<file path="src/rtl/counter_pkg.sv">
// Shared types and helpers for the parametrised binary counters.
// Imported by the counter top and its terminal-detect block.
package counter_pkg;

    typedef enum logic {
        WRAP = 1'b0,
        SAT  = 1'b1
    } cnt_mode_e;

    localparam int CNT_WIDTH_MIN = 2;
    localparam int CNT_WIDTH_MAX = 32;

    // Terminal value depends on direction: MAX_VAL going up, 0 going down.
    function automatic logic at_term(
        input logic up,
        input logic at_max,
        input logic at_zero
    );
        return up ? at_max : at_zero;
    endfunction

endpackage

</file>
<file path="src/rtl/cnt_term_detect.sv">
// Terminal-count compare and cascade carry/borrow for the counter.
// Purely combinational so C_out can feed the next stage on the same edge.
module cnt_term_detect
    import counter_pkg::*;
#(
    parameter int             WIDTH   = 8,
    parameter logic [WIDTH-1:0] MAX_VAL = '1
) (
    input  logic [WIDTH-1:0] cnt_val,
    input  logic             count,
    input  logic             load,
    input  logic             clear,
    input  logic             up,
    output logic             at_max,
    output logic             at_zero,
    output logic             c_out
);

    assign at_max  = (cnt_val == MAX_VAL);
    assign at_zero = (cnt_val == '0);

    assign c_out = count && !load && !clear
                && at_term(up, at_max, at_zero);

endmodule

</file>
<file path="src/rtl/binary_counter_par_load_ud.sv">
// Width/modulus-configurable up/down counter with parallel load,
// wrap-or-saturate terminal behaviour and a sticky overflow flag.
module binary_counter_par_load_ud
    import counter_pkg::*;
#(
    parameter int               WIDTH    = 8,
    parameter logic [WIDTH-1:0] MAX_VAL  = '1,
    parameter bit               SATURATE = 1'b0
) (
    input  logic             CLK,
    input  logic             Clear,
    input  logic [WIDTH-1:0] Data_in,
    input  logic             Load,
    input  logic             Count,
    input  logic             Up,
    input  logic             Ovf_clr,
    output logic [WIDTH-1:0] A_count,
    output logic             C_out,
    output logic             Ovf
);

    localparam cnt_mode_e MODE = SATURATE ? SAT : WRAP;

    if (WIDTH < CNT_WIDTH_MIN || WIDTH > CNT_WIDTH_MAX) begin : g_bad_width
        $error("binary_counter_par_load_ud: WIDTH out of range");
    end

    if (MAX_VAL == '0) begin : g_bad_max
        $error("binary_counter_par_load_ud: MAX_VAL must be nonzero");
    end

    logic             at_max;
    logic             at_zero;
    logic [WIDTH-1:0] load_val;
    logic [WIDTH-1:0] inc_val;
    logic [WIDTH-1:0] dec_val;
    logic [WIDTH-1:0] cnt_nxt;
    logic             ovf_nxt;

    cnt_term_detect #(
        .WIDTH   (WIDTH),
        .MAX_VAL (MAX_VAL)
    ) u_term (
        .cnt_val (A_count),
        .count   (Count),
        .load    (Load),
        .clear   (Clear),
        .up      (Up),
        .at_max  (at_max),
        .at_zero (at_zero),
        .c_out   (C_out)
    );

    // Arithmetic is modulo MAX_VAL+1, so wrap targets are 0 / MAX_VAL.
    always_comb begin
        load_val = (Data_in > MAX_VAL) ? MAX_VAL : Data_in;

        if (at_max)
            inc_val = (MODE == SAT) ? MAX_VAL : '0;
        else
            inc_val = A_count + WIDTH'(1);

        if (at_zero)
            dec_val = (MODE == SAT) ? '0 : MAX_VAL;
        else
            dec_val = A_count - WIDTH'(1);

        if (Load)
            cnt_nxt = load_val;
        else if (Count)
            cnt_nxt = Up ? inc_val : dec_val;
        else
            cnt_nxt = A_count;

        if (C_out)
            ovf_nxt = 1'b1;
        else if (Ovf_clr)
            ovf_nxt = 1'b0;
        else
            ovf_nxt = Ovf;
    end

    always_ff @(posedge CLK) begin
        if (Clear) begin
            A_count <= '0;
            Ovf     <= 1'b0;
        end else begin
            A_count <= cnt_nxt;
            Ovf     <= ovf_nxt;
        end
    end

endmodule

</file>
<file path="config.mk">
export PLATFORM = sky130hd
export DESIGN_NAME = binary_counter_par_load_ud
export DESIGN_NICKNAME = d
export VERILOG_FILES = /design/src/rtl/counter_pkg.sv /design/src/rtl/cnt_term_detect.sv /design/src/rtl/binary_counter_par_load_ud.sv
export SDC_FILE = /design/constraint.sdc
export NUM_CORES = 1
export LEC_CHECK = 0
export ABC_CLOCK_PERIOD_IN_PS = 2100
export CELL_PAD_IN_SITES_DETAIL_PLACEMENT = 1
export CELL_PAD_IN_SITES_GLOBAL_PLACEMENT = 1
export CORE_ASPECT_RATIO = 1.2
export CORE_UTILIZATION = 46
export CTS_BUF_LIST = sky130_fd_sc_hd__clkbuf_4 sky130_fd_sc_hd__clkbuf_8
export CTS_CLUSTER_DIAMETER = 30
export CTS_CLUSTER_SIZE = 14
export DETAILED_ROUTE_END_ITERATION = 6
export DONT_BUFFER_PORTS = 1
export HOLD_SLACK_MARGIN = 0.03
export MAX_ROUTING_LAYER = met4
export PLACE_DENSITY = 0.87
export REMOVE_ABC_BUFFERS = 1
export SLEW_MARGIN = 10
export SYNTH_ARGS = -nofsm -noshare
export SYNTH_HDL_FRONTEND = slang
export SYNTH_SLANG_ARGS = --single-unit
</file>
<file path="constraint.sdc">
create_clock -name CLK -period 2.1 [get_ports CLK]
set_input_delay 0.42 -clock CLK [delete_from_list [all_inputs] [get_ports CLK]]
set_output_delay 0.42 -clock CLK [all_outputs]
set_load 0.05 [all_outputs]
</file>
==> reports/qor.yml, run 1 <==
status: "complete, but fails checks"
violations: "setup timing"
vias_per_cell: 7.31
grt_overflow_total: 0
hold_class: "in2reg"
clock.fmax_mhz: 443
numCtsBuffers: 3
combPwrFrac_pct: 45.0
post-route-cell-area_um2: 1130
m1WireLength_um: 1440
powerDensity_nw_per_um2: 592
wl_um: 3770
min_period_over_period_pct: 107
wl_per_cell_um: 24.5
crit_buf_inv: 2
drv_cap: 0
fin_crit_ns: 2.26
p_leak_uw: 0.000441
crit_fanout: 3
arrival_ns: 1.84
place_inst: 141
relSlewSlack_pct: 66.3
postRouteAntennaNets: 0
setup_violations: 2
top_layer_used: "met4"
drive_gt1_share_pct: 31.1
rsz0062_at_grt: "true"
ios: 24
cp_slowest_cell: "or4b_4"
drcViolationCount: 0
ys_top_cells_by_count: "a21oi_1 (10), dfxtp_1 (9), inv_1 (9), nand2_1 (9), nor2_1 (7)"
cts_hold_buffers: 0
cts_tree: "yes"
finalNetCount: 153
layoutNonFillerInstCount: 154
dieArea_um2: 2110
clockRootBuffer: "clkbuf_4"
layout_setup_ws_ns: -0.155
finClkSkew_ns: 0.00252
syn2layout_area_growth_pct: 27.4
synth_edf_count: 0
worst_pin_slew_ns: 0.504
crit_type: "reg2out"
synthArstFlopShare_pct: 0
dr.pass1.iters: 4
vias: 1126
wl_met3_um: 235
maxSlewViolCount: 0
synth_seq_cells: 9
cp_slowest_stage_delay_ns: 0.49
coreArea_um2: 1830
yosysWarningCount: 0
synthFlopType: "dfxtp_1"
grt_start_max_net_pins: 17
required_ns: 1.68
path_cells: "inv_4 > ha_4 > or4b_4 > nor2_4 > o21bai_4 > nor2_2 > buf_6"
p_int_uw: 388
hpwl_um: 2150
dpl_cell_area_um2: 958
drtIter0Drc: 41
synth.area.top_cells: "dfxtp_1 (20%), a21oi_1 (5.6%), ha_1 (4.2%)"
grt_pass1_vias: 1185
antenna_found_initial: 0
gp_congestion: 0.853
ir_drop_mv: 0.381
hold_viol: 0
ys_seq_area_share_pct: 20.3
yosysTopAreaCell: "dfxtp_1"
holdWs_ns: 0.197
path_clk_slew_ns: 0.07
die_w_um: 42.1
avgSynthCellArea_um2: 7.45
cts_max_path_buffers: 2
insertion_delay_ns: 0.28
synth_most_common_cell: "a21oi_1"
n_antenna_cell: 0
p_sw_uw: 281
synth_cells: 119
dr_wl_met2_um: 1910
cts_max_level: 1
switching_share_pct: 42.0
power_frac_clock_pct: 24.8
gr-usage-all-layers_pct: 37.1
std_cell_rows: 17
portBuffers: 0
path_delay_family: "simple AND/OR/NAND/NOR gates"
seq_power_share_pct: 30.2
cp-end-kind: "output pin"
grt_pass1_wl_um: 5660
syn_area_um2: 887
clock_sinks: 9
startpoint_type: "flop"
start_util_pct: 48.5
die_h_um: 50.1
synthDominantCellAreaShare_pct: 20.3
synth_cell_type_count: 50
-- timing repair --
action                     in CTS  in global routing
setup endpoints to repair       1                  3
setup buffers                   7                  2
gates resized for setup        14                  5
pin swaps                       4                  4
-- state kept, by name, indices dropped and copies added (netlist names) --
register  count
A_count       8
Ovf           1
-- power by group through the flow --
stage | registers, uW | logic [uW] | clock network (uW)
floorplan | 265 | 115 | 0
global placement | 201 | 236 | 0
detailed placement | 202 | 243 | 0
CTS | 200 | 275 | 160
global route | 203 | 314 | 170
finish | 202 | 301 | 166
-- placed cells by master (no fill, tap or decap), drive strengths merged, types with 4 or more instances in the layout --
| cell | instances |
|---|---|
| nand2 | 9 |
| buf | 21 |
| nor3 | 7 |
| a31oi | 4 |
| dfxtp | 9 |
| nor2 | 8 |
| and3 | 4 |
| clkbuf | 4 |
| o21ai | 4 |
| a21oi | 10 |
| inv | 9 |
-- final cells by class --
class	count	area [um^2]
fillers	228	699
inverters	9	36.3
repair buffers	21	169
multi-input cells	92	686
well taps	19	23.8
clock buffers	4	30.0
flip-flops and latches	9	185
-- layer usage --
metal,global-route usage [%],up-vias
li1,-,491
met1,40.0,556
met2,60.2,61
met3,7.69,18
met4,26.0,0
met5,-,-
-- stage by stage --
| step | utilization [%] | TNS, ns | total power, uW | setup WS (ns) |
|---|---|---|---|---|
| 6_report | 61.8 | -0.301 | 669 | -0.155 |
| 3_3_place_gp | 52.4 | 0 | 436 | 0.0608 |
| 5_1_grt | 61.8 | -0.440 | 687 | -0.215 |
| 2_1_floorplan | - | -0.542 | 379 | -0.542 |
| 4_1_cts | 59.3 | -0.240 | 635 | -0.176 |
| 3_5_place_dp | 52.4 | -0.00286 | 445 | -0.00286 |
-- worst reg2reg max path, stage by stage, from the launching register on --
cell and delay, ns:
dfxtp_2 0.34, inv_2 0.08, buf_4 0.10, buf_4 0.09, buf_4 0.09, buf_4 0.10, ha_1 0.18, or3b_1 0.40
a21o_1 0.20, a2111oi_0 0.43, nor3_1 0.11
-- logic make-up (layout without fill, tap and decap cells) --
family / count (synthesis) / in the layout / share of synthesized area [%]
compound gates: 42 / 42 / 35.1
simple gates: 44 / 44 / 28.6
fa+ha+maj: 3 / 3 / 4.23
xor+xnor: 2 / 2 / 1.97
mux: 1 / 1 / 1.13
flops: 9 / 9 / 20.3
buf+inv: 18 / 34 / 8.60
-- final timing paths --
check	end	startpoint	cells past startpoint	slack, ns
worst max-delay path	C_out	A_count[0]	7	-0.16
worst min-delay path	A_count[7]	Clear	1	0.20
worst max register to register	A_count[4]	A_count[1]	10	-0.15
worst min register to register	A_count[6]	A_count[6]	3	0.80
Power figures use the tool's default switching activity.
==> inputs of run 2 (changes only) <==
--- a/config.mk
+++ b/config.mk
@@ -10,15 +10,16 @@
 export CELL_PAD_IN_SITES_GLOBAL_PLACEMENT = 1
 export CORE_ASPECT_RATIO = 1.2
 export CORE_UTILIZATION = 46
-export CTS_BUF_LIST = sky130_fd_sc_hd__clkbuf_4 sky130_fd_sc_hd__clkbuf_8
+export CTS_BUF_LIST = sky130_fd_sc_hd__clkbuf_8
 export CTS_CLUSTER_DIAMETER = 30
 export CTS_CLUSTER_SIZE = 14
 export DETAILED_ROUTE_END_ITERATION = 6
 export DONT_BUFFER_PORTS = 1
-export HOLD_SLACK_MARGIN = 0.03
+export HOLD_SLACK_MARGIN = 0.05
 export MAX_ROUTING_LAYER = met4
 export PLACE_DENSITY = 0.87
 export REMOVE_ABC_BUFFERS = 1
+export SKIP_CTS_REPAIR_TIMING = 1
 export SLEW_MARGIN = 10
 export SYNTH_ARGS = -nofsm -noshare
 export SYNTH_HDL_FRONTEND = slang
==> run 2 against run 1 <==
  * The run still ends with setup timing left
  * Routed wire length shrank 10%
  * Maximum frequency down 5.0%
  * Register-to-register slack gained 0.34 ns
  * Non-clock buffer count fell by 6
  * Core utilization decreased by 3.8 points
  * Design area decreased by 6.1%
  * Global-route usage shrank 4.8 points
  * Final cell count decreased by 3.9%
  * Worst setup slack got worse by 0.12 ns
==> reports/qor.yml, run 2 (synthesis gave the netlist of run 1 again) <==
status: "complete, but fails checks"  # unchanged
violations: "setup timing"  # unchanged
clockRootBuffer: "clkbuf_8"  # was clkbuf_4
grt_pass1_wl_um: 4950  # was 5660 um
cp-end-kind: "output pin"  # unchanged
gp_congestion: 0.853  # unchanged
vias: 1061  # was 1126
worst_pin_slew_ns: 0.502  # was 0.504 ns
antenna_found_initial: 0  # unchanged
drtIter0Drc: 40  # was 41
largest_reg_flops: 8  # unchanged
post-route-cell-area_um2: 1060  # was 1130 um^2
coreArea_um2: 1830  # unchanged
die_w_um: 42.1  # unchanged
drv_cap: 0  # unchanged
cts_tree: "yes"  # unchanged
setup_violations: 1  # was 2
n_antenna_cell: 0  # unchanged
hold_class: "in2reg"  # unchanged
required_ns: 1.68  # about the same
finalNetCount: 147  # was 153
clock.fmax_mhz: 421  # was 443 MHz
final_common_cell: "buf_4"  # unchanged
start_util_pct: 48.5  # unchanged
cp_slowest_cell: "or4b_4"  # unchanged
p_leak_uw: 0.000424  # was 0.000441 uW
utilization_pct: 58.0  # was 61.8%
drcViolationCount: 0  # unchanged
portBuffers: 0  # unchanged
path_clk_slew_ns: 0.05  # was 0.07 ns
finalPower_uw: 697  # was 669 uW
syn2layout_area_growth_pct: 19.6  # was 27.4%
dr.pass1.iters: 4  # unchanged
startpoint_type: "flop"  # unchanged
hold_viol: 0  # unchanged
cp_slowest_stage_delay_ns: 0.50  # was 0.49 ns
hpwl_um: 2150  # unchanged
holdWs_ns: 0.225  # was 0.197 ns
crit_fanout: 3  # unchanged
ios: 24  # unchanged
cts_max_path_buffers: 2  # unchanged
drive_gt1_share_pct: 24.8  # was 31.1%
gr-usage-all-layers_pct: 32.3  # was 37.1%
ir_drop_mv: 0.396  # was 0.381 mV
grt_start_max_net_pins: 17  # unchanged
grt_pass1_vias: 1027  # was 1185
clock_sinks: 9  # unchanged
powerDensity_nw_per_um2: 656  # was 592 nW/um^2
finClkSkew_ns: 0.00324  # was 0.00252 ns
vias_per_cell: 7.17  # was 7.31
rsz0062_at_grt: "true"  # unchanged
cts_max_level: 1  # unchanged
std_cell_rows: 17  # unchanged
wl_per_cell_um: 22.9  # was 24.5 um
place_inst: 141  # unchanged
maxSlewViolCount: 0  # unchanged
relSlewSlack_pct: 66.5  # was 66.3%
path_cells: "inv_2 > ha_4 > or4b_4 > nor2_4 > o21bai_1 > nor2_1 > buf_6"  # was inv_4 > ha_4 > or4b_4 > nor2_4 > o21bai_4 > nor2_2 > buf_6
final_cell_mix: "buf_4 (13), a21oi_1 (10), nand2_1 (9)"  # was buf_4 (19), a21oi_1 (10), nand2_1 (9)
dpl_cell_area_um2: 958  # unchanged
layout_setup_ws_ns: -0.274  # was -0.155 ns
wl_um: 3390  # was 3770 um
die_h_um: 50.1  # unchanged
insertion_delay_ns: 0.25  # was 0.28 ns
dieArea_um2: 2110  # unchanged
postRouteAntennaNets: 0  # unchanged
regToRegSetupSlack_ns: 0.19  # was -0.15 ns
min_period_over_period_pct: 113  # was 107%
arrival_ns: 1.95  # was 1.84 ns
layoutNonFillerInstCount: 148  # was 154
fin_crit_ns: 2.37  # was 2.26 ns
grt_overflow_total: 0  # unchanged
crit_type: "reg2out"  # unchanged
regMostFlops: "A_count"  # unchanged
numCtsBuffers: 3  # unchanged
reg_top3: "A_count: 8 flops, Ovf: 1 flops"  # unchanged
-- run 2: cell type report --
cell class,count,area [um^2]
fill,236,768
multi-input combinational,92,652
sequential,9,183
timing repair buffer,15,124
clock buffer,3,41.3
inverter,9,33.8
tap,19,23.8
clock inverter,1,3.75
-- run 2: metrics by stage --
stage               setup TNS (ns)  setup slack [ns]
global route                -0.307            -0.307
finish                      -0.274            -0.274
global placement                 0            0.0608
detailed placement        -0.00286          -0.00286
floorplan                   -0.542            -0.542
CTS                         -0.244            -0.244
-- run 2: path summary, 6_finish.rpt --
path,from,to,depth (start not counted)
max,A_count[1],C_out,7
min,Clear,A_count[1],1
max reg2reg,A_count[2],A_count[7],5
min reg2reg,Ovf,Ovf,2
-- run 2: worst max-delay path: cells and delay by family (launching register included) --
family | cells | cell delay [ns]
compound gates | 1 | 0.12
buf+inv | 2 | 0.27
fa+ha+maj | 1 | 0.15
simple gates | 3 | 0.82
flops | 1 | 0.33
-- run 2: report_power, final --
| group | leakage (uW) | total, uW | internal, uW | switching (uW) |
|---|---|---|---|---|
| Sequential | 0.0000750 | 202 | 185 | 16.6 |
| Clock | 0.0000269 | 222 | 129 | 92.4 |
| Combinational | 0.000322 | 273 | 102 | 170 |
-- run 2: metal layers --
layer	share of wire (%)	global-route usage (%)
met5	0	-
met4	3.1	15.1
met3	7.2	6.59
met2	51	52.3
met1	39	38.2
==> inputs of run 3 (changes only) <==
--- a/config.mk
+++ b/config.mk
@@ -5,11 +5,12 @@
 export SDC_FILE = /design/constraint.sdc
 export NUM_CORES = 1
 export LEC_CHECK = 0
+export ABC_AREA = 1
 export ABC_CLOCK_PERIOD_IN_PS = 2100
 export CELL_PAD_IN_SITES_DETAIL_PLACEMENT = 1
 export CELL_PAD_IN_SITES_GLOBAL_PLACEMENT = 1
 export CORE_ASPECT_RATIO = 1.2
-export CORE_UTILIZATION = 46
+export CORE_UTILIZATION = 44
 export CTS_BUF_LIST = sky130_fd_sc_hd__clkbuf_8
 export CTS_CLUSTER_DIAMETER = 30
 export CTS_CLUSTER_SIZE = 14
@@ -17,7 +18,7 @@
 export DONT_BUFFER_PORTS = 1
 export HOLD_SLACK_MARGIN = 0.05
 export MAX_ROUTING_LAYER = met4
-export PLACE_DENSITY = 0.87
+export PLACE_DENSITY = 0.86
 export REMOVE_ABC_BUFFERS = 1
 export SKIP_CTS_REPAIR_TIMING = 1
 export SLEW_MARGIN = 10
==> run 3 against run 2 <==
  * The run now ends clean
  * Design area is 5.5% lower
  * First-iteration DRC count decreased by 43%
  * Core utilization is 3.8 points lower
  * Combinational power shrank 14%
  * Global-route usage fell by 1.7 points
  * Non-clock buffer count down 6
  * Count of clock-buffer cells in the layout unchanged
  * Final cell count up 11%
  * Total power down 6.2%
  * Die area up 2.9%
  * Via count shrank 3.3%
  * Synthesized cell count is 16% higher
  * Critical path type unchanged
  * Critical endpoint unchanged
  * Largest cell class unchanged
  * Largest power group unchanged
==> reports/qor.yml, run 3 <==
status: "finished clean"  # was complete, but fails checks
ys_seq_area_share_pct: 20.6  # was 20.3%
drcViolationCount: 0  # unchanged
crit_type: "reg2out"  # unchanged
synth.area.top_cells: "dfxtp_1 (21%), nand2_1 (14%), nand3_1 (9.2%)"  # was dfxtp_1 (20%), a21oi_1 (5.6%), ha_1 (4.2%)
regToRegSetupSlack_ns: 0.56  # was 0.19 ns
portBuffers: 0  # unchanged
synthArstFlopShare_pct: 0  # unchanged
top_layer_used: "met4"  # unchanged
largest_reg_flops: 8  # unchanged
die_w_um: 42.7  # was 42.1 um
vias_per_cell: 6.26  # was 7.17
worst_pin_slew_ns: 0.677  # was 0.502 ns
hpwl_um: 2160  # was 2150 um
p_leak_uw: 0.000451  # was 0.000424 uW
wl_per_cell_um: 18.4  # was 22.9 um
std_cell_rows: 17  # unchanged
antenna_found_initial: 0  # unchanged
start_util_pct: 47.3  # was 48.5%
grt_overflow_total: 0  # unchanged
drive_gt1_share_pct: 26.2  # was 24.8%
final_common_cell: "nand2_1"  # was buf_4
drv_cap: 0  # unchanged
dieArea_um2: 2170  # was 2110 um^2
yosysWarningCount: 0  # unchanged
synth_seq_cells: 9  # unchanged
finalPower_uw: 653  # was 697 uW
fin_crit_ns: 2.06  # was 2.37 ns
path_clk_slew_ns: 0.05  # about the same
finalNetCount: 163  # was 147
hold_class: "in2reg"  # unchanged
vias: 1026  # was 1061
setup.worst_path.end: "C_out"  # unchanged
layout_setup_ws_ns: 0.0437  # was -0.274 ns
clock.fmax_mhz: 486  # was 421 MHz
grt_start_max_net_pins: 12  # was 17
insertion_delay_ns: 0.24  # was 0.25 ns
synth_most_common_cell: "nand2_1"  # was a21oi_1
grt_pass1_vias: 1006  # was 1027
required_ns: 1.68  # about the same
grt_pass1_wl_um: 4710  # was 4950 um
ir_drop_mv: 0.461  # was 0.396 mV
r2r_cells: 9  # was 5
startpoint_type: "flop"  # unchanged
final_cell_mix: "nand2_1 (32), nand3_1 (16), inv_1 (11)"  # was buf_4 (13), a21oi_1 (10), nand2_1 (9)
setup_violations: 0  # was 1
synthFlopType: "dfxtp_1"  # unchanged
clockRootBuffer: "clkbuf_8"  # unchanged
numCtsBuffers: 3  # unchanged
synthDominantCellAreaShare_pct: 20.6  # was 20.3%
wl_um: 3020  # was 3390 um
crit_fanout: 6  # was 3
r2r-start: "A_count[3]"  # was A_count[2]
cp-end-kind: "output pin"  # unchanged
clock_sinks: 9  # unchanged
ios: 24  # unchanged
hold_viol: 0  # unchanged
reg_top3: "A_count: 8 flops, Ovf: 1 flops"  # unchanged
drtIter0Drc: 23  # was 40
pre_cts_slack_ns: 0.241  # was -0.00286 ns
synth_cells: 138  # was 119
m1WireLength_um: 1200  # was 1310 um
powerDensity_nw_per_um2: 652  # was 656 nW/um^2
avgSynthCellArea_um2: 6.34  # was 7.45 um^2
postRouteAntennaNets: 0  # unchanged
synth_edf_count: 0  # unchanged
crit_start: "A_count[1]"  # unchanged
n_antenna_cell: 0  # unchanged
min_period_over_period_pct: 97.9  # was 113%
coreArea_um2: 1850  # was 1830 um^2
syn_area_um2: 875  # was 887 um^2
gp_congestion: 0.887  # was 0.853
regMostFlops: "A_count"  # unchanged
gr-usage-all-layers_pct: 30.6  # was 32.3%
arrival_ns: 1.64  # was 1.95 ns
syn2layout_area_growth_pct: 14.6  # was 19.6%
wl_met3_um: 151  # was 244 um
relSlewSlack_pct: 54.7  # was 66.5%
reg2reg_to: "A_count[7]"  # unchanged
synth_cell_type_count: 29  # was 50
dr_wl_met2_um: 1570  # was 1730 um
cts_tree: "yes"  # unchanged
cts_max_level: 1  # unchanged
dr.pass1.iters: 4  # unchanged
cts_max_path_buffers: 2  # unchanged
fillers: 250  # was 236
ys_top_cells_by_count: "nand2_1 (32), nand3_1 (16), inv_1 (11)"  # was a21oi_1 (10), dfxtp_1 (9), inv_1 (9), nand2_1 (9), nor2_1 (7)
yosysTopAreaCell: "dfxtp_1"  # unchanged
die_h_um: 50.8  # was 50.1 um
maxSlewViolCount: 0  # unchanged
finClkSkew_ns: 0.00428  # was 0.00324 ns
==> run 3: changes by cell type in the layout (fill, tap and decap cells not counted), moves of 4 or more <==
cell     previous run  this run
nand2_2             0         4
buf_4              13         8
nand2_1             9        32
nor3_1              6         1
a22oi_1             0         7
nand3_1             1        16
==> run 3: stage by stage <==
| step | std cells | area [um^2] | TNS (ns) | util, % | hold slack, ns |
|---|---|---|---|---|---|
| floorplan | 132 | 832 | -0.0880 | - | 0.482 |
| detailed placement | 160 | 936 | 0 | 50.6 | 0.486 |
| finish | 164 | 1000 | 0 | 54.2 | 0.227 |
| CTS | 164 | 981 | -0.0372 | 53.0 | 0.231 |
| global route | 164 | 1000 | -0.0360 | 54.2 | 0.227 |
| global placement | 160 | 936 | 0 | 50.6 | 0.484 |
==> run 3: where the power goes <==
group	switching (uW)	total, uW	internal (uW)
combinational	157	234	76.3
sequential	25.5	209	183
clock	82.2	211	129
==> run 3: worst min path at each step <==
stage	cells after the start	to	startpoint	slack, ns
floorplan	1	A_count[2]	Clear	0.48
global placement	1	A_count[7]	Clear	0.48
detailed placement	1	A_count[5]	Clear	0.49
CTS	1	A_count[5]	Clear	0.23
global route	1	A_count[5]	Clear	0.23
finish	1	A_count[5]	Clear	0.23
==> run 3: cell type report <==
type | instances | area [um^2] | share of cell area, %
inverter | 18 | 72.6 | 7.24
sequential | 9 | 186 | 18.6
multi-input combinational | 105 | 594 | 59.3
tap | 19 | 23.8 | 2.37
timing repair buffer | 9 | 80.1 | 7.99
clock inverter | 1 | 3.75 | 0.375
clock buffer | 3 | 41.3 | 4.12
==> run 3: cell families (layout without fill, tap and decap cells) <==
| group | after synthesis | count (layout) | share of synthesized area (%) |
|---|---|---|---|
| buffers and inverters | 24 | 31 | 12.9 |
| AO/OA/AOI/OAI | 27 | 27 | 19.3 |
| AND/OR/NAND/NOR | 71 | 71 | 38.9 |
| adder cells (fa/ha/maj) | 3 | 3 | 4.29 |
| flip-flops | 9 | 9 | 20.6 |
| XOR/XNOR | 4 | 4 | 4.01 |
==> run 3: routing by layer <==
| metal | up-vias | GRT usage (%) |
|---|---|---|
| li1 | 471 | - |
| met1 | 499 | 35.4 |
| met2 | 44 | 50.8 |
| met3 | 12 | 3.89 |
| met4 | 0 | 17.2 |
| met5 | - | - |
==> run 3: worst max-delay path, cell delays in order, from the launching register on <==
cell and delay, ns:
dfxtp_2 0.40, ha_2 0.22, nand3_2 0.14, inv_2 0.13, a21oi_4 0.08, nor2_1 0.11
nand2_1 0.08, inv_1 0.10, buf_12 0.14
